--- config.mk ---
export PLATFORM = sky130hd
export DESIGN_NAME = ysyx_24100012_mem_arbiter
export DESIGN_NICKNAME = d
export VERILOG_FILES = /design/src/rtl/ysyx_24100012_mem_arbiter.sv
export SDC_FILE = /design/constraint.sdc
export NUM_CORES = 1
export LEC_CHECK = 0
export BUFFER_PORTS_ARGS = -buffer_cell sky130_fd_sc_hd__buf_2
export CAP_MARGIN = 20
export CORE_MARGIN = 2
export CORE_UTILIZATION = 27
export DETAILED_ROUTE_END_ITERATION = 7
export GPL_ROUTABILITY_DRIVEN = 0
export GPL_TIMING_DRIVEN = 0
export MAX_ROUTING_LAYER = met4
export PLACE_DENSITY = 0.55
export RECOVER_POWER = 50
export SETUP_SLACK_MARGIN = 0.5
export SYNTH_ARGS = -nofsm -noshare
export SYNTH_HDL_FRONTEND = slang
export SYNTH_SLANG_ARGS = --single-unit
export TNS_END_PERCENT = 10
--- constraint.sdc ---
create_clock -name clk -period 2.2 [get_ports clk]
set_input_delay 0.22 -clock clk [delete_from_list [all_inputs] [get_ports clk]]
set_output_delay 0.22 -clock clk [all_outputs]
set_load 0.02 [all_outputs]
--- src/rtl/ysyx_24100012_mem_arbiter.sv ---
// Shares one memory port between IFU and LSU: one outstanding transaction,
// round-robin grant on contention, registered request payload, routed response.
module ysyx_24100012_mem_arbiter #(
  parameter int unsigned ADDR_WIDTH = 32,
  parameter int unsigned DATA_WIDTH = 32,
  parameter int unsigned MASK_WIDTH = DATA_WIDTH / 8
) (
  input  logic                  clk,
  input  logic                  rst,

  input  logic                  ifu_req_valid,
  output logic                  ifu_req_ready,
  input  logic [ADDR_WIDTH-1:0] ifu_addr,
  output logic                  ifu_resp_valid,
  output logic [DATA_WIDTH-1:0] ifu_rdata,

  input  logic                  lsu_req_valid,
  output logic                  lsu_req_ready,
  input  logic                  lsu_wen,
  input  logic [ADDR_WIDTH-1:0] lsu_addr,
  input  logic [DATA_WIDTH-1:0] lsu_wdata,
  input  logic [MASK_WIDTH-1:0] lsu_wmask,
  output logic                  lsu_resp_valid,
  output logic [DATA_WIDTH-1:0] lsu_rdata,

  output logic                  mem_req_valid,
  input  logic                  mem_req_ready,
  output logic                  mem_wen,
  output logic [ADDR_WIDTH-1:0] mem_addr,
  output logic [DATA_WIDTH-1:0] mem_wdata,
  output logic [MASK_WIDTH-1:0] mem_wmask,
  input  logic                  mem_resp_valid,
  input  logic [DATA_WIDTH-1:0] mem_rdata,

  output logic                  stray_resp
);

  typedef enum logic [1:0] {
    StIdle,
    StReq,
    StResp
  } state_e;

  typedef enum logic {
    OwnIfu,
    OwnLsu
  } owner_e;

  state_e                state_q, state_d;
  owner_e                owner_q, owner_d;
  owner_e                last_grant_q, last_grant_d;
  logic                  wen_q, wen_d;
  logic [ADDR_WIDTH-1:0] addr_q, addr_d;
  logic [DATA_WIDTH-1:0] wdata_q, wdata_d;
  logic [MASK_WIDTH-1:0] wmask_q, wmask_d;
  logic                  stray_q, stray_d;

  logic                  grant_ifu;
  logic                  grant_lsu;

  // Grant is only offered in IDLE; on contention the side not served last wins.
  always_comb begin
    grant_ifu = 1'b0;
    grant_lsu = 1'b0;
    if (state_q == StIdle) begin
      if (ifu_req_valid && lsu_req_valid) begin
        if (last_grant_q == OwnIfu) begin
          grant_lsu = 1'b1;
        end else begin
          grant_ifu = 1'b1;
        end
      end else begin
        grant_ifu = ifu_req_valid;
        grant_lsu = lsu_req_valid;
      end
    end
  end

  always_comb begin
    state_d      = state_q;
    owner_d      = owner_q;
    last_grant_d = last_grant_q;
    wen_d        = wen_q;
    addr_d       = addr_q;
    wdata_d      = wdata_q;
    wmask_d      = wmask_q;
    stray_d      = stray_q;

    unique case (state_q)
      StIdle: begin
        if (grant_lsu) begin
          state_d      = StReq;
          owner_d      = OwnLsu;
          last_grant_d = OwnLsu;
          wen_d        = lsu_wen;
          addr_d       = lsu_addr;
          wdata_d      = lsu_wdata;
          wmask_d      = lsu_wmask;
        end else if (grant_ifu) begin
          state_d      = StReq;
          owner_d      = OwnIfu;
          last_grant_d = OwnIfu;
          wen_d        = 1'b0;
          addr_d       = ifu_addr;
          wdata_d      = '0;
          wmask_d      = '0;
        end
      end
      StReq: begin
        if (mem_req_ready) begin
          state_d = StResp;
        end
      end
      StResp: begin
        if (mem_resp_valid) begin
          state_d = StIdle;
        end
      end
      default: begin
        state_d = StIdle;
      end
    endcase

    // A response outside RESP belongs to no transaction; flag it, never forward it.
    if (mem_resp_valid && (state_q != StResp)) begin
      stray_d = 1'b1;
    end
  end

  always_ff @(posedge clk or negedge rst) begin
    if (!rst) begin
      state_q      <= StIdle;
      owner_q      <= OwnIfu;
      last_grant_q <= OwnIfu;
      wen_q        <= 1'b0;
      addr_q       <= '0;
      wdata_q      <= '0;
      wmask_q      <= '0;
      stray_q      <= 1'b0;
    end else begin
      state_q      <= state_d;
      owner_q      <= owner_d;
      last_grant_q <= last_grant_d;
      wen_q        <= wen_d;
      addr_q       <= addr_d;
      wdata_q      <= wdata_d;
      wmask_q      <= wmask_d;
      stray_q      <= stray_d;
    end
  end

  assign ifu_req_ready  = grant_ifu;
  assign lsu_req_ready  = grant_lsu;

  assign mem_req_valid  = (state_q == StReq);
  assign mem_wen        = wen_q;
  assign mem_addr       = addr_q;
  assign mem_wdata      = wdata_q;
  assign mem_wmask      = wmask_q;

  assign ifu_resp_valid = (state_q == StResp) && mem_resp_valid && (owner_q == OwnIfu);
  assign lsu_resp_valid = (state_q == StResp) && mem_resp_valid && (owner_q == OwnLsu);
  assign ifu_rdata      = mem_rdata;
  assign lsu_rdata      = mem_rdata;

  assign stray_resp     = stray_q;

endmodule

Word level (Yosys, flattened, before mapping)
Cells that the tools add are included.
{"block": "word_totals", "ff_bits": 73, "latchBits": 0, "ram_bits": 0, "rom_bits": 0, "in_bits": 139, "output_inout_bits": 139, "wordCells": 43, "n_memories": 0}
{"block": "op_classes", "n_addsub": 0, "mul": 0, "div_mod_pow": 0, "magnitude_cmp": 0, "eq_ne": 6, "shifts": 0, "n_mux": 20, "bitwise": 1, "reduce_logical": 9}
{"cell": "$mux 32", "n": 4}
{"cell": "$mux 1", "n": 9}
{"cell": "$mux 2", "n": 4}
{"cell": "$mux 4", "n": 2}
{"cell": "$pmux 2 s3", "n": 1}
{"cell": "$logic_and 1x1->1", "n": 5}
{"cell": "$ne 2x2->1 const B", "n": 2}
{"cell": "$ne 3x3->1 const B", "n": 1}
{"cell": "$reduce_and 3->1", "n": 1}
{"cell": "$eq 2x1->1 const B", "n": 1}
{"cell": "$eq 2x2->1 const B", "n": 1}
{"cell": "$logic_not 2->1", "n": 1}
{"cell": "$ne 2x1->1 const B", "n": 1}
{"cell": "$reduce_and 2->1", "n": 1}
{"cell": "$reduce_bool 2->1", "n": 1}
{"cell": "$not 1->1", "n": 1}

Longest topological paths before layout
{"block": "logic_depth", "word_depth": 6, "mapped_depth": 6, "ltp_nobuf": 4}

Worst setup path after synthesis
Ideal clock, no wire load.
{"block": "synth_path", "path_kind": "reg2out", "from": "reg state_q[0]", "to": "out ifu_req_ready", "arrival_ns": 1.334, "required_ns": 1.980, "setup_slack_ns": 0.646, "path_stages_with_launch": 5, "path_buffers": 1, "path_cell_list": "dfrtp_1 > nor2_4 > clkbuf_1 > nand2_1 > a21oi_1"}
{"block": "synth_via", "elab_chain_len": 2}
{"element": "start, declared", "line": "49", "source": "state_e state_q, state_d;"}
{"element": "start signal, assigned", "line": "132", "source": "state_q <= StIdle;"}
{"element": "start signal, assigned", "line": "141", "source": "state_q <= state_d;"}
{"element": "$logic_not 2->1", "line": "65", "source": "if (state_q == StIdle) begin"}
{"element": "$mux 1", "line": "65"}
{"element": "end, declared", "line": "12", "source": "output logic ifu_req_ready,"}
No other way between the ends.

Final worst setup path
{"block": "layout_path", "from": "reg state_q[0]", "to": "out lsu_req_ready"}
{"block": "layout_via", "elab_chain_len": 2}
{"element": "$logic_not 2->1", "line": "65"}
{"element": "$mux 1", "line": "65"}
{"element": "end, declared", "line": "18", "source": "output logic lsu_req_ready,"}
No other way between the ends.

==> summary.txt <==
CTS
  – Clk slew on worst S/H paths: 0.06 ns
  – CTS tree: done
  – Clk Latency, worst-skew pair: 0.34 ns
  – Clock tree sinks: 73
  – Root buffer cell: clkbuf_16
  – Total CTS buffers: 9
  – Max clock buf depth: 2
  – H-tree depth: 3

STA
  – Post-layout min period: 1.69 ns
  – Tightest Pin Transition: ~1 ns
  – Tcrit/Tclk final: 76.9%
  – RSZ-0062 raised after global routing: yes
  – Final hold vios: 0
  – Pins Over Slew Limit: 0
  – Final setup fails: 0
  – Post-route clock skew: between 0.009 and 0.01 ns
  – Max_slew headroom: 34.9%
  – Setup TNS: 0 ns
  – Fmax achieved: slightly below 600 MHz

Synthesis
  – Fraction of post-synthesis cell area in the top cell type by area: 47.9%
  – Area leader, netlist: dfrtp_1
  – Ys Warns: 0
  – Synth Cell Area: between 3000 and 4000 µm²
  – Main synth FF type: dfrtp_1
  – Top post-synthesis cells by count: dfrtp_1, buf_4, a22o_1
  – Synth async-reset ratio: 100%
  – Most area-consuming cells after synthesis: dfrtp_1, buf_4, a22o_1
  – Post-Syn Instances: 359
  – Most common cell in the netlist: dfrtp_1
  – Unique masters post-synth: 25
  – Number of flops mapped to enable cells by yosys: 0
  – FF+latch count, synth: 73
  – Syn Nets: roughly 500
  – Mapped Avg Cell Area: 10.6 µm²
  – Seq/Total Area, Yosys: 47.9%

Power and ir drop
  – Max rail drop VDD: 0.521 mV
  – Combinational Power Share: 48.7%
  – Proportion of power drawn by flip-flops and latches: a little under a third
  – Sw Share: about two fifths
  – Leakage: around 2.9 nW
  – Clock power share: 21.1%
  – Pwr Density: about 1400 nW/µm²
  – NetSw: around 0.0033 W
  – Int Power: 0.00458 W

Critical path
  – Crit path DAT: 1.47 ns
  – CP peak stage delay: 0.48 ns
  – CP Max Fanout: 7
  – CP required: 1.98 ns
  – Crit Path Class: flop to output pin
  – Crit path max-delay family: flip-flops
  – Crit-path slowest cell: dfrtp_1
  – Startpoint Class: flop
  – Worst-path cell chain: nor3b_4, and2_4, buf_8, buf_6
  – Critical path buffers and inverters: 2
  – Worst setup EP type: output pin

Drt
  – Routed Antenna Nets: 0
  – Per-cell routed wire length: between 15 and 20 µm
  – Vias after detailed routing: between 3000 and 4000
  – M1 WL: between 5 and 6 mm
  – Total wire length: 12.9 mm
  – Met2 wire len: 6.33 mm
  – Initial DRC count: between 100 and 150
  – First-pass DRT Iterations: 4
  – Via/cell ratio: 4.71
  – DRC Markers: 0
  – Routed wl met3: between 1 and 1.5 mm
  – Top layer in use: met4

Final layout
  – Fin nets: 762
  – Seq. cell area: 1830 µm²
  – Cell area after layout: 5640 µm²
  – Area grow syn2layout: 47.8%
  – # diodes: 0
  – Multi-input gate area: 1350 µm²
  – Filler cells: 1420
  – Share of post-route cells with drive strength above 1: roughly 44%

GRT
  – First-pass GRT wire length: 19.1 mm
  – GR Overflow Total: 0
  – Number of global-route vias before repair: roughly 3800
  – GRT Resource Usage Total: 17.1%
  – Initial antenna violation count: 0
  – Largest net degree at the start of global routing: 71

Place
  – Port-buffer cells: 244
  – DP HPWL: 9.72 mm
  – Placed inst area: 5290 µm²

Floorplan
  – Initial Util: 27.6%
  – Core Region: 13800 µm²
  – IO Pins: around 280
  – Width of the chip: roughly 120 µm
  – Row count: 43
  – Die Area: 15100 µm²
  – Die height: around 120 µm

Status
  – Outcome: finished, final reports clean

Worst hold path
  – Worst hold path class: input pin to flop

Job
  – Max-Cap Viols: 0
-- stage by stage --
stage               power (W)  std cells  hold WS [ns]  worst slack (ns)  utilization, %
CTS                   0.00795        806        0.0873             0.496            41.3
finish                0.00786        808         0.103             0.508            40.8
detailed placement    0.00610        784        0.0315             0.340            38.3
floorplan             0.00471        359       -0.0756             0.646               -
global placement      0.00604        783         0.442             0.376            38.1
global route          0.00840        808        0.0984             0.402            40.8
-- path summary, 6_finish.rpt --
path                                              from                         to  slack, ns  cells after the start
worst max register to register  state_q[0]$_DFFE_PN0P_    mem_addr[4]$_DFFE_PN0P_       0.56                      5
worst max-delay path            state_q[0]$_DFFE_PN0P_              lsu_req_ready       0.51                      4
worst min-delay path                     lsu_wdata[25]  mem_wdata[25]$_DFFE_PN0P_       0.10                      2
worst min register to register  stray_resp$_DFFE_PN0P_     stray_resp$_DFFE_PN0P_       0.47                      1
max in group asynchronous                          rst   mem_addr[13]$_DFFE_PN0P_       0.70                      3
min in group asynchronous                          rst  mem_wdata[10]$_DFFE_PN0P_       0.24                      2
-- what timing repair did --
item                                   CTS  global route
setup endpoints to repair                4             4
resized for setup                       14             6
endpoints found under the hold margin   73             0
pin swaps                                3             2
hold buffers                             1             0
setup buffers                            5             2
-- area by class of cell --
cell class,count,area share (%)
Inverter,3,0.200
Clock inverter,5,1.84
Buffer,98,12.0
Timing Repair Buffer,253,21.6
Sequential cell,73,32.4
Multi-Input combinational cell,185,23.8
Tap cell,180,3.99
Clock buffer,11,4.13
-- flip-flops by register name (all words and copies together), names as in the netlist --
signal,count
mem_addr,32
last_grant_q,1
stray_resp,1
mem_wmask,4
mem_wen,1
mem_wdata,32
state_q,2
-- power by group through the flow --
stage | logic [W] | registers [W] | clock network [W]
floorplan | 0.00158 | 0.00313 | 0
global placement | 0.00367 | 0.00237 | 0
detailed placement | 0.00372 | 0.00239 | 0
CTS | 0.00386 | 0.00238 | 0.00172
global route | 0.00417 | 0.00246 | 0.00177
finish | 0.00383 | 0.00237 | 0.00166
-- logic make-up after synthesis --
logic type,after synthesis,synth area share [%]
compound gates,107,20.9
buf+inv,101,17.2
flops,73,47.9
simple gates,78,14.0
-- layer usage --
metal	vias up	GRT usage, %
li1	1802	-
met1	1805	20.3
met2	193	27.8
met3	5	5.63
met4	0	5.03
met5	-	-
-- layout by cell type (no fill, tap or decap), drive strengths merged --
cell type,count
a21o,1
a21oi,1
a22o,37
a31oi,1
and2,1
and3,34
buf,256
bufinv,3
clkbuf,105
clkinv,2
dfrtp,73
dlygate4sd3,1
inv,3
nand2,3
nand2b,2
nand3b,32
nor2,3
nor2b,1
nor3b,1
o2111ai,32
o21ai,35
or2,1
Note: power is estimated with default switching activity, not from simulation.
